===== src/rtl/amiga_chipram_slot_arbiter.sv =====
// Chip-RAM slot sequencer and DMA/CPU arbiter: one owner per fixed-length slot, registered DRAM strobes and CPU handshake.
// Optional CPU fairness (forced CPU slot after FAIR_LIMIT stolen slots) is enabled by defining AMIGA_CPU_FAIRSLOT_EN.
module amiga_chipram_slot_arbiter #(
    parameter int SLOT_CLKS  = 8,
    parameter int FAIR_LIMIT = 3
) (
    input  logic       CLK,
    input  logic       RST,
    input  logic       DMA_REQ,
    input  logic       DMA_WR,
    output logic       DMA_GNT,
    input  logic       _AS,
    input  logic       CPU_RW,
    input  logic       _UDS,
    input  logic       _LDS,
    input  logic       CHIPSEL,
    output logic       _RAS,
    output logic       _CASU,
    output logic       _CASL,
    output logic       _RRW,
    output logic       _CDR,
    output logic       _CDW,
    output logic       _DTACK,
    output logic       CPU_WAIT,
    output logic [3:0] SLOT_PHASE
);

    localparam logic [3:0] LAST_PH = 4'(SLOT_CLKS - 1);
    localparam logic [3:0] PRE_PH  = 4'(SLOT_CLKS - 2);

    typedef enum logic [1:0] {
        OWN_IDLE,
        OWN_DMA,
        OWN_CPU
    } owner_e;

    logic [3:0] phase_q, phase_d;
    owner_e     owner_q, owner_d;
    logic       casu_en_q, casu_en_d;
    logic       casl_en_q, casl_en_d;
    logic       write_q, write_d;
    logic       abort_q, abort_d;
    logic       served_q, served_d;
    logic       ras_n_q, ras_n_d;
    logic       casu_n_q, casu_n_d;
    logic       casl_n_q, casl_n_d;
    logic       rrw_n_q, rrw_n_d;
    logic       cdr_n_q, cdr_n_d;
    logic       cdw_n_q, cdw_n_d;
    logic       dtack_n_q, dtack_n_d;
    logic       dma_gnt_q, dma_gnt_d;
    logic       cpu_wait_q, cpu_wait_d;

    logic       cpu_req;
    logic       slot_start;
    logic       force_cpu;
    logic       in_slot;
    logic       ras_window;
    logic       cas_window;
    logic       cpu_live;

    assign cpu_req    = !_AS && CHIPSEL && (!_UDS || !_LDS) && !served_q;
    assign slot_start = (phase_q == LAST_PH);

`ifdef AMIGA_CPU_FAIRSLOT_EN
    localparam logic [3:0] FAIR_LIMIT_C = 4'(FAIR_LIMIT);

    logic [3:0] fair_q, fair_d;

    assign force_cpu = cpu_req && (fair_q == FAIR_LIMIT_C);

    // Counts DMA slots taken while the CPU was kept waiting; never exceeds the limit.
    always_comb begin
        fair_d = fair_q;
        if (slot_start) begin
            fair_d = (owner_d == OWN_DMA && cpu_req) ? fair_q + 4'd1 : 4'd0;
        end
    end

    always_ff @(posedge CLK) begin
        if (RST) begin
            fair_q <= 4'd0;
        end else begin
            fair_q <= fair_d;
        end
    end
`else
    logic unused_fair_limit;

    assign force_cpu         = 1'b0;
    assign unused_fair_limit = ^4'(FAIR_LIMIT);
`endif

    // Owner, lanes and direction are decided on the edge into phase 0 and frozen for the slot.
    always_comb begin
        phase_d   = slot_start ? 4'd0 : phase_q + 4'd1;
        owner_d   = owner_q;
        casu_en_d = casu_en_q;
        casl_en_d = casl_en_q;
        write_d   = write_q;
        if (slot_start) begin
            if (DMA_REQ && !force_cpu) begin
                owner_d   = OWN_DMA;
                casu_en_d = 1'b1;
                casl_en_d = 1'b1;
                write_d   = DMA_WR;
            end else if (cpu_req) begin
                owner_d   = OWN_CPU;
                casu_en_d = !_UDS;
                casl_en_d = !_LDS;
                write_d   = !CPU_RW;
            end else begin
                owner_d   = OWN_IDLE;
                casu_en_d = 1'b0;
                casl_en_d = 1'b0;
                write_d   = 1'b0;
            end
        end
    end

    always_comb begin
        abort_d    = slot_start ? 1'b0 : (abort_q || (owner_q == OWN_CPU && _AS));
        in_slot    = (owner_d != OWN_IDLE);
        ras_window = (phase_d >= 4'd1) && (phase_d <= PRE_PH);
        cas_window = (phase_d >= 4'd3) && (phase_d <= PRE_PH);
        cpu_live   = (owner_d == OWN_CPU) && !abort_d;

        ras_n_d    = !(in_slot && ras_window);
        casu_n_d   = !(in_slot && cas_window && casu_en_d);
        casl_n_d   = !(in_slot && cas_window && casl_en_d);
        rrw_n_d    = !(in_slot && ras_window && write_d);
        cdr_n_d    = !(cpu_live && !write_d && (phase_d >= 4'd3));
        cdw_n_d    = !(cpu_live && write_d && ras_window);

        // _DTACK latches low until the CPU drops _AS; an aborted slot never acknowledges.
        if (_AS) begin
            dtack_n_d = 1'b1;
        end else if (!dtack_n_q) begin
            dtack_n_d = 1'b0;
        end else begin
            dtack_n_d = !(cpu_live && (phase_d == PRE_PH));
        end

        if (_AS) begin
            served_d = 1'b0;
        end else if (!dtack_n_d) begin
            served_d = 1'b1;
        end else begin
            served_d = served_q;
        end

        dma_gnt_d  = slot_start && (owner_d == OWN_DMA);
        cpu_wait_d = cpu_req && (owner_d != OWN_CPU);
    end

    always_ff @(posedge CLK) begin
        if (RST) begin
            phase_q    <= 4'd0;
            owner_q    <= OWN_IDLE;
            casu_en_q  <= 1'b0;
            casl_en_q  <= 1'b0;
            write_q    <= 1'b0;
            abort_q    <= 1'b0;
            served_q   <= 1'b0;
            ras_n_q    <= 1'b1;
            casu_n_q   <= 1'b1;
            casl_n_q   <= 1'b1;
            rrw_n_q    <= 1'b1;
            cdr_n_q    <= 1'b1;
            cdw_n_q    <= 1'b1;
            dtack_n_q  <= 1'b1;
            dma_gnt_q  <= 1'b0;
            cpu_wait_q <= 1'b0;
        end else begin
            phase_q    <= phase_d;
            owner_q    <= owner_d;
            casu_en_q  <= casu_en_d;
            casl_en_q  <= casl_en_d;
            write_q    <= write_d;
            abort_q    <= abort_d;
            served_q   <= served_d;
            ras_n_q    <= ras_n_d;
            casu_n_q   <= casu_n_d;
            casl_n_q   <= casl_n_d;
            rrw_n_q    <= rrw_n_d;
            cdr_n_q    <= cdr_n_d;
            cdw_n_q    <= cdw_n_d;
            dtack_n_q  <= dtack_n_d;
            dma_gnt_q  <= dma_gnt_d;
            cpu_wait_q <= cpu_wait_d;
        end
    end

    assign DMA_GNT    = dma_gnt_q;
    assign _RAS       = ras_n_q;
    assign _CASU      = casu_n_q;
    assign _CASL      = casl_n_q;
    assign _RRW       = rrw_n_q;
    assign _CDR       = cdr_n_q;
    assign _CDW       = cdw_n_q;
    assign _DTACK     = dtack_n_q;
    assign CPU_WAIT   = cpu_wait_q;
    assign SLOT_PHASE = phase_q;

endmodule

===== config.mk =====
export PLATFORM = sky130hd
export DESIGN_NAME = amiga_chipram_slot_arbiter
export DESIGN_NICKNAME = d
export VERILOG_FILES = /design/src/rtl/amiga_chipram_slot_arbiter.sv
export SDC_FILE = /design/constraint.sdc
export NUM_CORES = 1
export LEC_CHECK = 0
export ABC_AREA = 1
export BUFFER_PORTS_ARGS = -buffer_cell sky130_fd_sc_hd__buf_2
export CAP_MARGIN = 30
export CORE_MARGIN = 3
export CORE_UTILIZATION = 50
export DETAILED_ROUTE_END_ITERATION = 12
export MAX_ROUTING_LAYER = met4
export PLACE_DENSITY = 0.87
export REMOVE_ABC_BUFFERS = 1
export SKIP_CTS_REPAIR_TIMING = 1
export SLEW_MARGIN = 20
export SYNTH_ARGS = -nofsm -noshare
export SYNTH_HDL_FRONTEND = slang
export SYNTH_SLANG_ARGS = --single-unit

===== constraint.sdc =====
create_clock -name CLK -period 2.2 [get_ports CLK]
set_clock_uncertainty 0.15 [all_clocks]
set_input_delay 0.22 -clock CLK [delete_from_list [all_inputs] [get_ports CLK]]
set_output_delay 0.22 -clock CLK [all_outputs]
set_load 0.005 [all_outputs]

Yosys cells after proc, flatten, opt, wreduce, memory -nomap -nowiden
Cells that the tools add are included.
{ "totals": {"inputBits": 9, "out_inout_bits": 13, "reg_bits": 20, "word_cells": 79} }
{ "op_classes": {"add_sub_neg": 1, "eq_ne": 6, "magnitude_cmp": 3, "reduce_logical": 37, "n_mux": 16} }
{ "ops": {"columns": ["operator", "count"], "rows": [
  ["$logic_and A1 B1 Y1", 19],
  ["$logic_not A1 Y1", 14],
  ["$mux W1", 12],
  ["$eq A4 B3 Y1 const B", 2],
  ["$mux W2", 3],
  ["$add A4 B1 Y4 const B", 1],
  ["$eq A2 B2 Y1 const B", 2],
  ["$ge A4 B1 Y1 const B", 1],
  ["$ge A4 B2 Y1 const B", 1],
  ["$le A4 B3 Y1 const B", 1],
  ["$mux W4", 1],
  ["$eq A2 B1 Y1 const B", 1],
  ["$logic_or A1 B1 Y1", 2],
  ["$ne A2 B2 Y1 const B", 1],
  ["$reduce_bool A2 Y1", 1],
  ["$reduce_or A2 Y1", 1]
]} }

Depth between registers and ports, before layout
{ "logic_depth": {"word_depth": 13, "depth_mapped": 10, "mapped_depth_nobuf": 10} }

Worst setup path after synthesis
No wires, ideal clock.
{ "synth_timing": {"kind": "register to register", "startpoint": "reg phase_q[0] (netlist: SLOT_PHASE[0])", "endpoint": "reg cdr_n_q (netlist: _CDR)", "stages_incl_launch_ff": 9, "t_arrival_ns": 1.292, "n_path_buf": 0, "synth_period_minus_slack_ns": 1.569, "setup_ns": 0.128, "path_slack_ns": 0.631, "required_time_ns": 1.922, "cell_sequence": "dfxtp_1 ha_1 nand2_4 nor3_2 nand2_2 nand2_2 nand2_2 a21oi_2 nand4_1"} }
{ "synth_between": {"elab_chain_cells": 7, "elab_cells_between_ends": 14, "classes_between": "add/sub (1); order compare (1); eq/ne (2); mux (4); reduce/logical (6)"} }
{ "synth_rtl": {"columns": ["element", "line", "text"], "rows": [
  ["from (decl)", "37", "logic [3:0] phase_q, phase_d;"],
  ["from (signal assigned)", "175", "phase_q <= phase_d;"],
  ["parallel branches: the longest is 5 deep, another holds $add A4 B1 Y4", null, null],
  ["$logic_and A1 B1 Y1 *", "132", "cdr_n_d = !(cpu_live && !write_d && (phase_d >= 4'd3));"],
  ["$logic_not A1 Y1 *", "132", null],
  ["to (signal assigned)", "186", "cdr_n_q <= cdr_n_d;"],
  ["to (decl)", "48", "logic cdr_n_q, cdr_n_d;"]
]} }
Mark *: on every way between the ends.
A chain may end at the register's enable or synchronous reset.

Final worst setup path
Ends and elaborated chain as after synthesis.

==> results.json <==
{
  "cp-start-kind": "flip-flop",
  "synth.distinct_cells": 23,
  "initial_utilization": 0.559,
  "numClockSinks": 20,
  "clockRootBuffer": "clkbuf_4",
  "cts_buffer_depth": 2,
  "hold_slack_ps": 44.2,
  "fp.dieArea_um2": 2300,
  "multi_input_area_um2": 420,
  "grt_max_degree": 15,
  "ir_drop_uv": 321,
  "rsz0062_at_grt": "no",
  "synthCells": 109,
  "dieHeight_um": 48.0,
  "setup_viol": 0,
  "worstMarginPinSlew_ps": 308,
  "die_w_um": 48.0,
  "clock_latency_ps": 300,
  "clkTransAtPathRegs_ps": 100,
  "status": "finished, final reports clean",
  "mostFrequentLayoutCell": "buf_2",
  "hold_violations": 0,
  "synth_top_cell_by_area": "dfxtp_1",
  "critical_path_class": "reg2reg",
  "initialDrtViolationCount": 20,
  "path_cells": "ha_1 -> nand2_4 -> nor3_2 -> nand2_2 -> nand2_2 -> nand2_2 -> a21oi_2 -> nand4_1",
  "io_buffers": 21,
  "core_um2": 1580,
  "avgSynthCellArea_um2": 8.08,
  "power_density_nw_per_um2": 585,
  "drc_errors": 0,
  "nNetsFinal": 147,
  "firstDrtPassIters": 4,
  "synthTopCellsByArea": "dfxtp_1, nand2_1, nor2_1, ha_1, nand2_2",
  "crit_buf_inv": 0,
  "slew_viol_final": 0,
  "final_antenna_net_count": 0,
  "grt_antenna_before_repair": 0,
  "viasPerCell": 5.20,
  "leakage_uw": 0.000524,
  "ys_seq_elements": 20,
  "finalSetupTns_ps": 0,
  "crit_required_ps": 2230,
  "min_period_over_period": 0.788,
  "netlist_area_um2": 881,
  "overflow": 0,
  "crit_slowest_cell": "dfxtp_1",
  "cts_tree": "done",
  "critPathTopFamily": "simple AND/OR/NAND/NOR gates",
  "n_antenna_cell": 0,
  "fmax_ghz": 0.577,
  "yosys_warnings": 0,
  "critPathMaxFanout": 6,
  "drive_gt1_frac": 0.326,
  "ys_seq_area_frac": 0.455,
  "numCtsBuffers": 3,
  "seq_area_um2": 400,
  "min_period_ps": 1730,
  "maxCapViolations": 0,
  "hpwlAfterDp_um": 1370,
  "slew_headroom": 0.795,
  "fillers": 135,
  "cp.arrival_ps": 1770,
  "holdCritPathClass": "in2reg",
  "crit_top_cell": "nand2_2",
  "gp_congestion": 0.864,
  "grt_pass1_wl_um": 2790,
  "ioPinCount": 22,
  "grt_util_all_layers": 0.184,
  "wl_per_cell_um": 11.7,
  "layout_common_cells": "buf_2, dfxtp_1, nand2_1",
  "grt_pass1_vias": 681,
  "max_stage_delay_ps": 420,
  "num_vias": 769,
  "wl_um": 1740,
  "area_growth_pct": 16.3,
  "h-tree-depth": 1,
  "yosysTopAreaCellShare": 0.455,
  "std_cell_rows": 14,
  "crit_path_end_kind": "flip-flop"
}
## power by group
group	switching, µW	internal, µW	total (µW)
clock network	100	63.9	164
logic	36.5	23.8	60.3
registers	6.83	368	375
## worst reg2reg max path, cell delays in order, from the launching register on
cell	delay (ps)
dfxtp_1	420
ha_1	240
nand2_4	100
nor3_2	210
nand2_2	120
nand2_2	90
nand2_2	60
a21oi_2	130
nand4_1	100
## cell usage after synthesis, drive strengths merged
cell and instances:
nand4 2, nand3b 3, a22oi 1, dfxtp 20
o21ai 6, inv 15, nand2 28, a21oi 4
clkbuf 1, ha 4, nor3 3, and3 1
nand3 4, nor2 17
## routing by layer
metal,track usage,part of all wire,vias up
li1,-,-,390
met1,0.183,0.39,352
met2,0.330,0.52,21
met3,0.0564,0.067,6
met4,0.0699,0.017,0
met5,-,0,-
## flip-flops by register name, indices dropped and copies added, names as in the netlist
name	cells
casl_en_q	1
owner_q	2
casu_en_q	1
CPU_WAIT	1
_CDR	1
SLOT_PHASE	4
_RRW	1
_CASU	1
_RAS	1
_DTACK	1
DMA_GNT	1
_CASL	1
abort_q	1
served_q	1
_CDW	1
write_q	1
## layout make-up
cell class / count / area share
multi-input cells: 73 / 0.410
flip-flops and latches: 20 / 0.391
repair buffers: 21 / 0.103
inverters: 15 / 0.0549
clock buffers: 3 / 0.0220
well taps: 16 / 0.0195
## cell families (layout without fill, tap and decap cells)
group           after synthesis  in the layout  share of synthesized area
simple gates                 58             58                      0.342
flops                        20             20                      0.455
compound gates               11             11                     0.0781
buf+inv                      16             39                     0.0682
fa+ha+maj                     4              4                     0.0568
## final timing paths
path | slack, ps | cells past startpoint | to | startpoint
worst max register to register | 470 | 8 | _CDR$_SDFF_PP1_ | SLOT_PHASE[0]$_SDFF_PP0_
worst min-delay path | 40 | 3 | _DTACK$_SDFF_PP1_ | _AS
worst max-delay path | 470 | 8 | _CDR$_SDFF_PP1_ | SLOT_PHASE[0]$_SDFF_PP0_
worst min register to register | 340 | 2 | served_q$_SDFFE_PP0N_ | served_q$_SDFFE_PP0N_
## through the flow
step / cells / cell area [µm²] / worst slack, ps / utilization / total power, µW
after global routing: 148 / 1020 / 297 / 0.650 / 631
after floorplan: 108 / 877 / 631 / - / 418
after global placement: 145 / 1000 / 549 / 0.636 / 442
final: 148 / 1020 / 466 / 0.650 / 599
after CTS: 148 / 1020 / 449 / 0.650 / 607
after detailed placement: 145 / 1000 / 467 / 0.636 / 444
Note: power is estimated with default switching activity, not from simulation.
